$ cat src/rtl/uart_fifo_ctrl.sv
`default_nettype none
// ============================================================================
// Module   : uart_fifo_ctrl
// Brief    : Single-clock parametrised FIFO for the UART TX/RX data paths, with
//            occupancy count, programmable almost-full/almost-empty thresholds,
//            sticky overflow/underflow flags and synchronous flush.
//            Define UART_FIFO_FWFT_EN for first-word-fall-through reads;
//            otherwise reads are registered with one cycle of latency.
// Revision : 1.0 - initial release
// ============================================================================
module uart_fifo_ctrl #(
  parameter int DATA_WIDTH = 8,
  parameter int ADDR_WIDTH = 4
) (
  input  logic                  clk,
  input  logic                  rst,
  input  logic                  flush,
  input  logic                  wr_en,
  input  logic [DATA_WIDTH-1:0] wr_data,
  input  logic                  rd_en,
  output logic [DATA_WIDTH-1:0] rd_data,
  output logic                  rd_valid,
  input  logic [ADDR_WIDTH:0]   af_thresh,
  input  logic [ADDR_WIDTH:0]   ae_thresh,
  output logic [ADDR_WIDTH:0]   count,
  output logic                  full,
  output logic                  empty,
  output logic                  almost_full,
  output logic                  almost_empty,
  output logic                  overflow,
  output logic                  underflow,
  input  logic                  err_clr
);

  localparam int DEPTH = 2 ** ADDR_WIDTH;

  localparam logic [ADDR_WIDTH-1:0] c_ptr_one    = {{(ADDR_WIDTH-1){1'b0}}, 1'b1};
  localparam logic [ADDR_WIDTH:0]   c_cnt_one    = {{ADDR_WIDTH{1'b0}}, 1'b1};
  localparam logic [ADDR_WIDTH:0]   c_cnt_full   = {1'b1, {ADDR_WIDTH{1'b0}}};

  logic [DATA_WIDTH-1:0] mem [DEPTH];

  logic [ADDR_WIDTH-1:0] wr_ptr_q, wr_ptr_d;
  logic [ADDR_WIDTH-1:0] rd_ptr_q, rd_ptr_d;
  logic [ADDR_WIDTH:0]   count_q, count_d;
  logic                  full_q, full_d;
  logic                  empty_q, empty_d;
  logic                  almost_full_q, almost_full_d;
  logic                  almost_empty_q, almost_empty_d;
  logic                  overflow_q, overflow_d;
  logic                  underflow_q, underflow_d;
  logic                  wr_acc;
  logic                  rd_acc;

  // Flush overrides both requests, so neither transfers nor raises an error.
  always_comb begin
    wr_acc = wr_en & ~full_q & ~flush;
    rd_acc = rd_en & ~empty_q & ~flush;

    wr_ptr_d = wr_ptr_q;
    rd_ptr_d = rd_ptr_q;
    count_d  = count_q;

    if (flush) begin
      wr_ptr_d = '0;
      rd_ptr_d = '0;
      count_d  = '0;
    end else begin
      if (wr_acc) wr_ptr_d = wr_ptr_q + c_ptr_one;
      if (rd_acc) rd_ptr_d = rd_ptr_q + c_ptr_one;
      if (wr_acc && !rd_acc) begin
        count_d = count_q + c_cnt_one;
      end else if (rd_acc && !wr_acc) begin
        count_d = count_q - c_cnt_one;
      end
    end

    // Flags look ahead at the next occupancy so they line up with count.
    if (flush) begin
      full_d         = 1'b0;
      empty_d        = 1'b1;
      almost_full_d  = 1'b0;
      almost_empty_d = 1'b1;
    end else begin
      full_d         = (count_d == c_cnt_full);
      empty_d        = (count_d == '0);
      almost_full_d  = (count_d >= af_thresh);
      almost_empty_d = (count_d <= ae_thresh);
    end

    overflow_d  = (wr_en & full_q & ~flush)  | (overflow_q  & ~err_clr);
    underflow_d = (rd_en & empty_q & ~flush) | (underflow_q & ~err_clr);
  end

  always_ff @(posedge clk or negedge rst) begin
    if (!rst) begin
      wr_ptr_q       <= '0;
      rd_ptr_q       <= '0;
      count_q        <= '0;
      full_q         <= 1'b0;
      empty_q        <= 1'b1;
      almost_full_q  <= 1'b0;
      almost_empty_q <= 1'b1;
      overflow_q     <= 1'b0;
      underflow_q    <= 1'b0;
    end else begin
      wr_ptr_q       <= wr_ptr_d;
      rd_ptr_q       <= rd_ptr_d;
      count_q        <= count_d;
      full_q         <= full_d;
      empty_q        <= empty_d;
      almost_full_q  <= almost_full_d;
      almost_empty_q <= almost_empty_d;
      overflow_q     <= overflow_d;
      underflow_q    <= underflow_d;
    end
  end

  always_ff @(posedge clk) begin
    if (wr_acc) mem[wr_ptr_q] <= wr_data;
  end

`ifdef UART_FIFO_FWFT_EN
  // Head word is shown directly; zero while empty so no stale data leaks out.
  assign rd_data  = empty_q ? '0 : mem[rd_ptr_q];
  assign rd_valid = ~empty_q;
`else
  logic [DATA_WIDTH-1:0] rd_data_q, rd_data_d;
  logic                  rd_valid_q, rd_valid_d;

  always_comb begin
    rd_data_d  = rd_acc ? mem[rd_ptr_q] : rd_data_q;
    rd_valid_d = rd_acc;
  end

  always_ff @(posedge clk or negedge rst) begin
    if (!rst) begin
      rd_data_q  <= '0;
      rd_valid_q <= 1'b0;
    end else begin
      rd_data_q  <= rd_data_d;
      rd_valid_q <= rd_valid_d;
    end
  end

  assign rd_data  = rd_data_q;
  assign rd_valid = rd_valid_q;
`endif

  assign count        = count_q;
  assign full         = full_q;
  assign empty        = empty_q;
  assign almost_full  = almost_full_q;
  assign almost_empty = almost_empty_q;
  assign overflow     = overflow_q;
  assign underflow    = underflow_q;

endmodule
`default_nettype wire

$ cat config.mk
export PLATFORM = sky130hd
export DESIGN_NAME = uart_fifo_ctrl
export DESIGN_NICKNAME = d
export VERILOG_FILES = /design/src/rtl/uart_fifo_ctrl.sv
export SDC_FILE = /design/constraint.sdc
export NUM_CORES = 1
export LEC_CHECK = 0
export ABC_CLOCK_PERIOD_IN_PS = 5200
export CAP_MARGIN = 20
export CORE_MARGIN = 10
export CORE_UTILIZATION = 38
export CTS_BUF_LIST = sky130_fd_sc_hd__clkbuf_2
export DETAILED_ROUTE_END_ITERATION = 10
export PLACE_DENSITY = 0.54
export SLEW_MARGIN = 20
export SYNTH_ARGS = -nofsm -noshare
export SYNTH_HDL_FRONTEND = slang
export SYNTH_SLANG_ARGS = --single-unit
export TNS_END_PERCENT = 20
$ cat constraint.sdc
create_clock -name clk -period 5.2 [get_ports clk]
set_clock_uncertainty 0.2 [all_clocks]
set_input_delay 1.3 -clock clk [delete_from_list [all_inputs] [get_ports clk]]
set_output_delay 1.3 -clock clk [all_outputs]
set_load 0.05 [all_outputs]
==> flow_metrics.py <==
metrics = {
    "pwr": {
        "net-switching-power_mw": 0.9107,
        "clock_power_share_pct": 22.7,
        "combPwrFrac_pct": 25.5,
        "vdd.ir_drop.worst_uv": 170.1,
        "netSwitchingFraction_pct": 31.37,
        "leakagePower_nw": 2.544,
        "share_seq_of_total_power_pct": 51.8,
        "p_int_mw": 1.993,
        "pwr_density_cell_nw_per_um2": 390.7,
    },
    "clock_tree": {
        "clock_sink_count": 156,
        "worstSkewPairLatency_ps": 680,
        "cts_resized": 0,
        "cts_tree": "done",
        "clock_tree.root_cell": "sky130_fd_sc_hd__clkbuf_2",
        "clkTransAtPathRegs_ps": 190,
        "cts-buffers-inserted": 17,
        "post-cts-setup-buffer-count": 0,
        "clock_tree.buffer_depth": 2,
        "hold_buf_count_cts": 0,
        "htree_num_levels": 4,
    },
    "final_layout": {
        "mostFrequentLayoutCells": "sky130_fd_sc_hd__edfxtp_1 (128), sky130_fd_sc_hd__nor2_1 (47), sky130_fd_sc_hd__clkdlybuf4s50_1 (43)",
        "ratio_of_cells_with_drive_above_1_in_the_final_layout_pct": 13.54,
        "area_growth_pct": 14.30,
        "final_net_count": 508,
        "antenna-diode-count": 0,
        "most_frequent_standard_cell_in_the_layout_excluding_fill_and_tap_cells": "sky130_fd_sc_hd__edfxtp_1",
    },
    "route": {
        "met3WireLength_um": 817,
        "initialDrtViolationCount": 200,
        "wirelength_met1_um": 6198,
        "avgRoutedWirePerCell_um": 20.32,
        "dr_wl_met2_um": 7086,
        "first_pass_iters": 5,
        "detail_route.wirelength_um": 14230,
        "vias_per_std_cell": 5.147,
        "route.top_layer_used": "met4",
        "ant_nets": 0,
        "route.vias.total": 3603,
        "drc": 0,
    },
    "worst_setup_path": {
        "worst-setup-path-type": "reg2out",
        "timing.critical_path.slowest_stage_cell": "sky130_fd_sc_hd__clkdlybuf4s50_1",
        "path_cells": "clkdlybuf4s50_1",
        "critical_path_peak_fanout": 4,
        "worstRegToRegCells": 11,
        "wp_buf_inv": 1,
        "cp-start-kind": "flip-flop",
        "cp_data_required_time_ps": 3700,
        "slowest_delay_ps": 820,
        "worst-path-stages": 1,
        "critPathArrivalTime_ps": 2100,
        "critical_path.endpoint_type": "output port",
        "top_cell_family_by_delay_on_the_critical_path": "buffers and inverters",
    },
    "global_route": {
        "first_pass_grt_wire_length_um": 22560,
        "antenna_found_initial": 0,
        "grt_remaining_overflow": 0,
        "track_usage_pct": 13.36,
        "first_global_vias": 3877,
        "grt_start_max_net_pins": 29,
    },
    "flow_run": {
        "maxCapViolCount": 0,
    },
    "outcome": {
        "run_status": "completed",
    },
    "placed_design": {
        "port_buffers": 43,
        "gpl.final_weighted_congestion": 0.7858,
        "dp_hpwl_um": 9386,
    },
    "synth": {
        "synth_async_sr_flop_share_pct": 17.95,
        "synth_mux_area_share_pct": 11.95,
        "post_synth.cell_area_avg_um2": 15.82,
        "post_synth_fa_ha_maj_area_fraction_pct": 3.271,
        "post_synth_and_or_nand_nor_area_fraction_pct": 7.754,
        "synth_cells": 411,
        "synth_sequential_area_ratio_pct": 69.92,
        "synth-seq-cells": 156,
        "yosys_warnings": 0,
        "syn-cell-area_um2": 6502,
        "synthXorXnorAreaFrac_pct": 0.8082,
        "synth-compound-area-share_pct": 4.156,
        "post_synth_num_cell_types": 42,
        "ys_dominant_reg_cell": "sky130_fd_sc_hd__edfxtp_1",
        "synth_top_family_by_area": "multiplexers",
        "synth_nets": 452,
        "synth_edf_count": 128,
    },
    "die": {
        "floorplan.core_area_um2": 16700,
        "top_level_ports": 44,
        "fp.dieW_um": 150.8,
        "fp.dieH_um": 150.8,
        "fp.dieArea_um2": 22740,
        "core.rowCount": 47,
        "initial_utilization_pct": 38.93,
    },
    "sta": {
        "total_setup_violations_reported_at_the_end_of_the_flow": 0,
        "highest_achievable_clock_rate_ghz": 0.2778,
        "fin_worst_hold_slack_ps": 325.1,
        "timing_max_transition_violations_final": 0,
        "period_share_pct": 69.23,
        "timing.max_slew.rel_slack_pct": 38.28,
        "fin_tns_setup_ps": 0,
        "rsz0062_at_grt": "no",
        "worst_pin_slew_ps": 922.4,
        "layout_min_cycle_time_ps": 3600,
        "final_hold_viol_count": 0,
    },
    "worst_hold_path": {
        "holdCritPathClass": "reg2reg",
        "min_path_cells": 1,
    },
}
sequential cells by signal, indices dropped and copies added (netlist names), 4 cells and up:
name / flops
mem: 128
rd_data: 8
count: 5
rd_ptr_q: 4
wr_ptr_q: 4
area by class of cell:
class	instances	area, um2
Fill cell	1507	9269
Sequential cell	156	4548
Multi-Input combinational cell	223	1817
Timing Repair Buffer	52	498.0
Tap cell	220	275.3
Clock inverter	11	125.1
Clock buffer	21	105.1
Inverter	17	63.81
synthesized netlist by cell type, types with 9 or more instances:
cell type                  count  area (um2)
sky130_fd_sc_hd__edfxtp_1    128        3844
sky130_fd_sc_hd__mux4_2       13       292.8
sky130_fd_sc_hd__nand3_1       9       45.04
sky130_fd_sc_hd__mux2i_1      21       210.2
sky130_fd_sc_hd__nand2_1      18       67.56
sky130_fd_sc_hd__o21ai_0      12       60.06
sky130_fd_sc_hd__nor3_1       12       60.06
sky130_fd_sc_hd__ha_1         17       212.7
sky130_fd_sc_hd__inv_1        17       63.81
sky130_fd_sc_hd__nor2_1       47       176.4
sky130_fd_sc_hd__dfrtp_1      26       650.6
sky130_fd_sc_hd__mux2_2        9       101.4
stage by stage:
stage	setup WS [ps]	total power, mW	area (um2)	util [%]	std cells
2_1_floorplan	1592	2.029	6502	-	411
3_3_place_gp	1044	2.272	7202	43.12	668
3_5_place_dp	951.7	2.279	7202	43.12	668
4_1_cts	1511	2.935	7432	44.50	700
5_1_grt	1457	3.044	7432	44.50	700
6_report	1600	2.904	7432	44.50	700
cell families after synthesis:
logic type	count (synthesis)
xor+xnor	6
buf+inv	32
mux	50
compound gates	40
fa+ha+maj	17
flops	156
simple gates	110
path summary, 6_finish.rpt:
kind | startpoint | end | slack [ps]
setup reg to reg | empty | almost_empty | 2250
hold / removal | underflow | underflow | 330
min in group asynchronous | rst | count[0] | 770
setup / recovery | empty | empty | 1600
hold reg to reg | underflow | underflow | 330
max in group asynchronous | rst | empty | 3700
layer usage:
| metal | vias to the layer above | global-route usage (%) |
|---|---|---|
| met1 | 1825 | 17.36 |
| met2 | 83 | 21.86 |
| met4 | 0 | 3.850 |
| met3 | 10 | 3.162 |
| met5 | - | 0 |
| li1 | 1685 | - |
power groups by stage:
stage | sequential, mW | combinational [mW] | clock (mW)
detailed placement | 1.53 | 0.744 | 0
global route | 1.52 | 0.795 | 0.730
global placement | 1.53 | 0.739 | 0
floorplan | 1.67 | 0.357 | 0
finish | 1.50 | 0.739 | 0.660
CTS | 1.51 | 0.746 | 0.681
(Power assumes the default switching activity.)
